===== src/rtl/ad_ip_jesd204_tpl_dac_sync_ctrl_pkg.sv =====
// Shared definitions for the TPL DAC start-up sequencer: state encoding and
// small decode helpers used by the controller.
package ad_ip_jesd204_tpl_dac_sync_ctrl_pkg;

    typedef enum logic [1:0] {
        ST_IDLE  = 2'd0,
        ST_ARMED = 2'd1,
        ST_DELAY = 2'd2,
        ST_RUN   = 2'd3
    } sync_state_t;

    localparam int DEFAULT_DELAY_WIDTH = 16;
    localparam int DEFAULT_COUNT_WIDTH = 8;

    function automatic logic state_is_busy(input sync_state_t s);
        return (s == ST_ARMED) || (s == ST_DELAY);
    endfunction

endpackage


===== src/rtl/ad_ip_jesd204_tpl_dac_sync_edge.sv =====
// Rising-edge detector for a clk-synchronous sync level. History resets to 1 so
// a level that is already high when reset releases is not reported as an edge.
module ad_ip_jesd204_tpl_dac_sync_edge (
    input  logic clk,
    input  logic resetn,
    input  logic level,
    output logic rise
);

    logic level_d;

    always_ff @(posedge clk or negedge resetn) begin
        if (!resetn) begin
            level_d <= 1'b1;
        end else begin
            level_d <= level;
        end
    end

    assign rise = level & ~level_d;

endmodule


===== src/rtl/ad_ip_jesd204_tpl_dac_sync_ctrl.sv =====
// Link-clock sequencer deciding when DAC data is released onto the JESD link:
// free start, software sync or armed external sync, then a gated start delay.
module ad_ip_jesd204_tpl_dac_sync_ctrl
    import ad_ip_jesd204_tpl_dac_sync_ctrl_pkg::*;
#(
    parameter int DELAY_WIDTH = DEFAULT_DELAY_WIDTH,
    parameter int COUNT_WIDTH = DEFAULT_COUNT_WIDTH
) (
    input  logic                   clk,
    input  logic                   resetn,
    input  logic                   sync_req,
    input  logic                   arm_req,
    input  logic                   disarm_req,
    input  logic                   ext_sync,
    input  logic                   link_ready,
    input  logic [DELAY_WIDTH-1:0] start_delay,
    output logic                   data_en,
    output logic                   dds_sync,
    output logic                   armed,
    output logic                   busy,
    output logic [COUNT_WIDTH-1:0] sync_count
);

    sync_state_t            state_q;
    sync_state_t            state_d;
    logic [DELAY_WIDTH-1:0] cnt_q;
    logic [DELAY_WIDTH-1:0] cnt_d;
    logic                   ext_edge;

    ad_ip_jesd204_tpl_dac_sync_edge u_ext_edge (
        .clk    (clk),
        .resetn (resetn),
        .level  (ext_sync),
        .rise   (ext_edge)
    );

    // Ignored requests fall through to the next lower-priority request.
    always_comb begin
        state_d = state_q;
        cnt_d   = cnt_q;
        case (state_q)
            ST_IDLE: begin
                if (arm_req) begin
                    state_d = ST_ARMED;
                end else if (sync_req) begin
                    state_d = ST_DELAY;
                    cnt_d   = start_delay;
                end
            end
            ST_ARMED: begin
                if (disarm_req) begin
                    state_d = ST_IDLE;
                end else if (sync_req || ext_edge) begin
                    state_d = ST_DELAY;
                    cnt_d   = start_delay;
                end
            end
            ST_DELAY: begin
                if (disarm_req) begin
                    state_d = ST_IDLE;
                end else if (arm_req) begin
                    state_d = ST_ARMED;
                end else if (sync_req) begin
                    cnt_d = start_delay;
                end else if (link_ready) begin
                    if (cnt_q == '0) begin
                        state_d = ST_RUN;
                    end else begin
                        cnt_d = cnt_q - DELAY_WIDTH'(1);
                    end
                end
            end
            ST_RUN: begin
                if (arm_req) begin
                    state_d = ST_ARMED;
                end else if (sync_req) begin
                    state_d = ST_DELAY;
                    cnt_d   = start_delay;
                end
            end
            default: begin
                state_d = ST_IDLE;
            end
        endcase
    end

    always_ff @(posedge clk or negedge resetn) begin
        if (!resetn) begin
            state_q <= ST_IDLE;
            cnt_q   <= '0;
        end else begin
            state_q <= state_d;
            cnt_q   <= cnt_d;
        end
    end

    // Outputs are decoded from the next state so they line up with state_q.
    always_ff @(posedge clk or negedge resetn) begin
        if (!resetn) begin
            data_en    <= 1'b0;
            dds_sync   <= 1'b0;
            armed      <= 1'b0;
            busy       <= 1'b0;
            sync_count <= '0;
        end else begin
            data_en  <= (state_d == ST_RUN);
            dds_sync <= (state_d == ST_RUN) && (state_q != ST_RUN);
            armed    <= (state_d == ST_ARMED);
            busy     <= state_is_busy(state_d);
            if ((state_q == ST_DELAY) && (state_d == ST_RUN) && (sync_count != '1)) begin
                sync_count <= sync_count + COUNT_WIDTH'(1);
            end
        end
    end

endmodule


===== config.mk =====
export PLATFORM = sky130hd
export DESIGN_NAME = ad_ip_jesd204_tpl_dac_sync_ctrl
export DESIGN_NICKNAME = d
export VERILOG_FILES = /design/src/rtl/ad_ip_jesd204_tpl_dac_sync_ctrl_pkg.sv /design/src/rtl/ad_ip_jesd204_tpl_dac_sync_edge.sv /design/src/rtl/ad_ip_jesd204_tpl_dac_sync_ctrl.sv
export SDC_FILE = /design/constraint.sdc
export NUM_CORES = 1
export LEC_CHECK = 0
export CORE_ASPECT_RATIO = 0.6
export CORE_MARGIN = 10
export CORE_UTILIZATION = 47
export CTS_CLUSTER_DIAMETER = 100
export DETAILED_ROUTE_END_ITERATION = 8
export GPL_TIMING_DRIVEN = 0
export PLACE_DENSITY = 0.79
export SYNTH_ARGS = -nofsm -noshare
export SYNTH_HDL_FRONTEND = slang
export SYNTH_SLANG_ARGS = --single-unit
export TNS_END_PERCENT = 10

===== constraint.sdc =====
create_clock -name clk -period 2.6 [get_ports clk]
set_input_delay 0.26 -clock clk [delete_from_list [all_inputs] [get_ports clk]]
set_output_delay 0.26 -clock clk [all_outputs]
set_load 0.02 [all_outputs]

==> results of run 1 <==
## report_power, final
group          switching, mW  internal, mW
Clock                  0.186         0.241
Combinational          0.649         0.548
Sequential             0.209         0.667
## flip-flops by register name, indices dropped and copies added, names as in the netlist
name and count:
sync_count 8, state_q 2, data_en 1, busy 1
armed 1, cnt_q 16, u_ext_edge.level_d 1, dds_sync 1
## synthesized netlist by cell type (all sizes together) (3+ instances only)
library cell / instances
dfrtp: 30
xnor2: 5
nand4: 3
nor3: 10
o22ai: 3
o21a: 3
or3: 3
a21oi: 13
ha: 8
o21ai: 15
nor2: 13
nor2b: 7
nand3: 5
clkbuf: 5
nand2: 19
o211ai: 4
a2bb2oi: 3
a211oi: 3
inv: 8
buf: 4
a31oi: 3
## through the flow
step | power [mW] | area [sq um] | worst slack, ns
after global routing | 2.68 | 2490 | -0.176
final | 2.50 | 2490 | 0.0125
after CTS | 2.49 | 2480 | 0.0116
after global placement | 1.98 | 2320 | -0.274
after floorplan | 1.66 | 1920 | 0.0209
after detailed placement | 2.01 | 2320 | -0.306
## cell families (layout without fill, tap and decap cells)
| group | Yosys count | after routing |
|---|---|---|
| compound gates | 62 | 62 |
| xor+xnor | 7 | 7 |
| mux | 1 | 1 |
| simple gates | 72 | 72 |
| flops | 31 | 31 |
| fa+ha+maj | 8 | 8 |
| buf+inv | 17 | 65 |
## worst max-delay path, delay by kind of cell, from the launching register on
kind	cells	cell delay [ns]
adders and majority gates	2	0.41
buffers and inverters	1	0.10
and+or+nand+nor	6	1.03
xor gates and xnor gates	1	0.14
DFF	1	0.41
AOI/OAI and AO/OA	3	0.39
## area by class of cell
cell class	count	area share
buffer	9	0.0216
clock buffer	8	0.0402
multi-input combinational	150	0.437
tap	47	0.0236
inverter	8	0.0121
sequential	31	0.313
timing repair buffer	40	0.153
## layer usage
metal,global-route usage,up-vias,wire length [um]
met3,0.0516,9,391
li1,-,825,-
met1,0.198,824,2340
met5,0,-,0
met4,0.0756,0,100
met2,0.193,78,2080
## path summary, 6_finish.rpt
| kind | cells after the start | startpoint | to | slack (ns) |
|---|---|---|---|---|
| min in group clk | 1 | ext_sync | u_ext_edge.level_d | 0.40 |
| worst max-delay path | 13 | cnt_q[0] | sync_count[7] | 0.01 |
| worst min-delay path | 1 | resetn | cnt_q[4] | 0.01 |
| worst min register to register | 1 | sync_count[5] | sync_count[5] | 0.50 |
| worst max register to register | 13 | cnt_q[0] | sync_count[7] | 0.01 |
| max in group asynchronous | 1 | resetn | state_q[0] | 2.08 |
## timing repair
item	4_1_cts	5_1_grt
buffers inserted	6	0
resized for setup	4	3
setup endpoints to repair	7	8
pin swaps	1	0
==> run summary, run 1 <==
Reg area: 778 sq um
GPL Wtd Cong: 0.901
Post-synth EDFFs: 0
Port Buffers: 34
Slew margin rel.: 0.531
Total GRT Usage: 0.145
Global-route wire length before repair: 8290 um
Post-synth top area share: 0.397
Fin. max-slew vios: 0
RSZ-0062 raised after global routing: yes
Hold-fix buffer count after cts: 0
Cells after Synth: 198
Root buf cell: clkbuf_8
Max cap viols: 0
Mux contribution to synthesized area: 0.00595
CTS tree: done
Status: finished, final reports clean
Synth-to-Final Area Change: 31.5%
Synth area leaders: dfrtp_1 (40%), ha_1 (5.3%), nand2_1 (3.8%), a21oi_1 (3.2%), nor2_1 (2.4%)
Most frequent cells in the layout: clkdlybuf4s50_1 (33), dfrtp_1 (29), nand2_1 (18), nor2_1 (12), a21oi_1 (11)
Core Util, Final: 0.661
Leakage: 1.00 nW
Worst skew pair latency: 0.29 ns
Post-Syn Area: 1890 sq um
Xor/xnor share of the synthesized area: 0.0324
Ports: 35
Hold_ws: 0.0143 ns
Area leader, netlist: dfrtp_1
Pwr Density: 1010 nW/um^2
Drt drc: 0
Syn avg cell area: 9.55 sq um
Fin. Hold Viols: 0
Area of the core: 3760 sq um
Worst Hold Class: in2async
Slowest cell on the critical path: dfrtp_1
Asr flop ratio synth: 1.00
Maximum VDD drop: 0.514 mV
H-tree depth: 2
Synthesized flop and latch total: 31
Commonest non-fill, non-tap cell in the layout: clkdlybuf4s50_1
Per-cell routed wire length: 16.7 um
Seq/Total Area, Yosys: 0.411
Routed via count: 1,736
Fill cells: 300
Area share of fa/ha/maj cells after synthesis: 0.0529
Final wirelength: 4910 um
DRT antenna net count: 0
Vias in the first global route: 1,697
Critical path fanouts, max: 4
Fin crit period: 2.59 ns
Initial Util: 0.502
Clk_skew: 0.00762 ns
Ys Warns: 0
Via/cell ratio: 5.92
Synth Area in Compound Gates: 0.230
Area of the multi-input gates: 1090 sq um
CP max stage delay: 0.41 ns
Worst-path cell chain: inv_2, ha_4, nor4b_4, nand4_4, nor4_4, o31ai_1, o211ai_1, ha_2, nand2_2, a31oi_4, and4_4, nand3_1, xnor2_1
Fmax: 0.386 GHz
Die Wd: 102 um
Largest net degree at the start of global routing: 32
Placed wire-length estimate: 3540 um
Post-synth top flop: dfrtp_1
Distinct cells, synth: 57
Pre-antenna DRT Iters: 5
Fin crit share: 0.995
Max Buffers Root-to-Sink: 2
Iteration-0 DRC Markers: 117
Arr. time, crit path: 2.76 ns
Worst slew pin tran: 0.703 ns
Largest family of logic cells by synthesized area: compound AO/OA/AOI/OAI gates
Inserted Clock Buffers: 5
Setup TNS: 0 ns
Final Non-Filler Cells: 293
Worst Setup End Kind: flip-flop
Die area: 7050 sq um
Fin nets: 276
WS Path Type: reg2reg
Critical Path RT: 2.78 ns
GRT overflow: 0
Placed Instances: 279
Worst setup SP type: flip-flop
Setup-failing EPs final: 0
Clk sinks: 31
Diodes inserted: 0
Layout cell share with drive strength beyond 1: 0.187
DIE HEIGHT: 69.1 um
Syn nets: 229
Initial antenna violation count: 0
Cell Rows: 17
Simple-gate area share of the yosys netlist: 0.224
Clk slew on worst S/H paths: 0.07 ns
No activity file was read; power rests on OpenSTA's default activity.
==> inputs of run 2 (changes only) <==
Settings changed: CORE_MARGIN 10 to 1.5, SLEW_MARGIN set to 5.
==> run 2 against run 1 <==
Against the previous run: the run now ends with design-rule violations, negative setup slack left; sequential power barely moved; fmax fell by 0.52%; non-clock buffer count rose by 10; critical path type unchanged; highest routed layer unchanged.
==> run summary, run 2 (synthesized netlist as in run 1, its figures left out) <==
Core Util, Final: 0.691
Clk_skew: 0.0155 ns
Synth-to-Final Area Change: 37.5%
Max cap viols: 0
CTS tree: done
Die area: 4430 sq um
Failing checks: design-rule violations, negative setup slack
Pre-antenna DRT Iters: 7
RSZ-0062 raised after global routing: yes
Maximum VDD drop: 0.545 mV
Worst-path cell chain: inv_2, ha_4, nor4b_4, nand4_4, nor4_4, o31ai_1, o211ai_1, ha_2, nand2_2, a31oi_4, and4_4, nand3_4, xnor2_2
Slowest cell on the critical path: dfrtp_1
Cell Rows: 17
CP Buf/Inv Count: 1
Critical Path RT: 2.77 ns
Hold-fix buffer count after cts: 0
Setup-failing EPs final: 1
Commonest non-fill, non-tap cell in the layout: clkdlybuf4s50_1
GRT overflow: 0
Initial Util: 0.502
Fill cells: 285
H-tree depth: 2
Placed wire-length estimate: 3140 um
Root buf cell: clkbuf_8
Pint: 1.60 mW
CP delay by family, top: simple AND/OR/NAND/NOR gates
Worst slew pin tran: 0.690 ns
Total GRT Usage: 0.228
GPL Wtd Cong: 0.821
Per-cell routed wire length: 15.5 um
Worst Setup End Kind: flip-flop
Final wirelength: 4700 um
Clk sinks: 31
Vias in the first global route: 1,549
Ports: 35
DIE HEIGHT: 52.1 um
Fin crit share: 1.00
Max FFs per register: 16
Pwr Density: 1020 nW/um^2
Fin nets: 286
Final worst slack: -0.00110 ns
Via/cell ratio: 5.72
Max Buffers Root-to-Sink: 2
Fin. max-slew vios: 0
Diodes inserted: 0
DRT antenna net count: 0
WS Path Type: reg2reg
Largest regs: cnt_q: 16 flops, sync_count: 8 flops, state_q: 2 flops
Iteration-0 DRC Markers: 113
Fmax: 0.384 GHz
Port Buffers: 34
Area of the core: 3760 sq um
Worst setup SP type: flip-flop
Drt drc: 2
Top reg by flops: cnt_q
Routed via count: 1,732
Inserted Clock Buffers: 5
Most frequent cells in the layout: clkdlybuf4s50_1 (33), dfrtp_1 (29), nand2_1 (18), buf_4 (17)
Critical path fanouts, max: 3
Worst Hold Class: in2async
Worst skew pair latency: 0.29 ns
Gate power share: 0.482
Layout cell share with drive strength beyond 1: 0.234
Fin. Hold Viols: 0
Total power draw: 2.66 mW
Status: complete, but fails checks
Leakage: 1.07 nW
Register share of total power: 0.329
Initial antenna violation count: 0
Switching part of the total: 0.398
Largest net degree at the start of global routing: 32
Global-route wire length before repair: 7650 um
Clk slew on worst S/H paths: 0.08 ns
Net switching power: 1.06 mW
Die Wd: 84.9 um
CP max stage delay: 0.39 ns
Fin crit period: 2.60 ns
Slew margin rel.: 0.540
Clock network power share: 0.189
Arr. time, crit path: 2.77 ns
## run 2: changes by cell type in the layout (fill, tap and decap cells not counted), sizes merged
cell | previous run | this run
clkbuf | 13 | 11
clkinv | 0 | 1
buf | 11 | 21
bufinv | 0 | 1
## run 2: worst reg2reg max path, delay by kind of cell (launching register included)
kind | cells | cell delay, ns
buffers and inverters | 1 | 0.09
XOR/XNOR | 1 | 0.14
AO/OA/AOI/OAI | 3 | 0.40
adder cells (fa/ha/maj) | 2 | 0.39
flip-flops | 1 | 0.39
AND/OR/NAND/NOR | 6 | 1.09
## run 2: per-layer routing
metal | global-route usage | up-vias | routed length [um]
met1 | 0.346 | 818 | 2360
li1 | - | 841 | -
met2 | 0.329 | 69 | 1920
met3 | 0.0619 | 4 | 390
met4 | 0.0328 | 0 | 26
met5 | 0 | - | 0
## run 2: layout make-up
class / instances / area, sq um / share of cell area
Multi-Input combinational cell: 150 / 1110 / 0.426
Tap cell: 47 / 58.8 / 0.0226
Buffer: 9 / 53.8 / 0.0207
Clock buffer: 6 / 82.6 / 0.0317
Clock inverter: 2 / 35.0 / 0.0135
Timing Repair Buffer: 50 / 455 / 0.175
Sequential cell: 31 / 778 / 0.299
Inverter: 8 / 30.0 / 0.0115
## run 2: power by group through the flow
stage | clock network [mW] | registers [mW] | logic (mW)
6_report | 0.503 | 0.873 | 1.28
5_1_grt | 0.533 | 0.902 | 1.41
4_1_cts | 0.509 | 0.863 | 1.22
3_5_place_dp | 0 | 0.869 | 1.13
3_3_place_gp | 0 | 0.864 | 1.11
2_1_floorplan | 0 | 0.872 | 0.793
## run 2: worst paths after layout
path	to	depth (start not counted)	slack, ns	start
worst max register to register	sync_count[7]	13	-0.001	cnt_q[1]
worst max-delay path	sync_count[7]	13	-0.001	cnt_q[1]
worst min register to register	sync_count[5]	1	0.50	sync_count[5]
min in group clk	u_ext_edge.level_d	1	0.41	ext_sync
worst min-delay path	sync_count[3]	1	0.006	resetn
max in group asynchronous	state_q[0]	1	2.10	resetn
## run 2: stage by stage
stage,cell area (sq um),setup TNS [ns],instances,setup slack (ns),hold WS (ns)
2_1_floorplan,1920,0,198,0.0209,-0.0356
3_3_place_gp,2320,-0.688,279,-0.259,0.485
3_5_place_dp,2320,-0.850,279,-0.280,0.352
4_1_cts,2540,-0.00290,298,-0.00290,0.0455
5_1_grt,2600,-1.18,303,-0.199,0.0736
6_report,2600,-0.00110,303,-0.00110,0.00570
## run 2: what timing repair did
action                                  CTS  global route
setup buffers                            11             5
pin swaps                                 7             6
endpoints found under the setup margin    6             8
gates resized for setup                   5             6
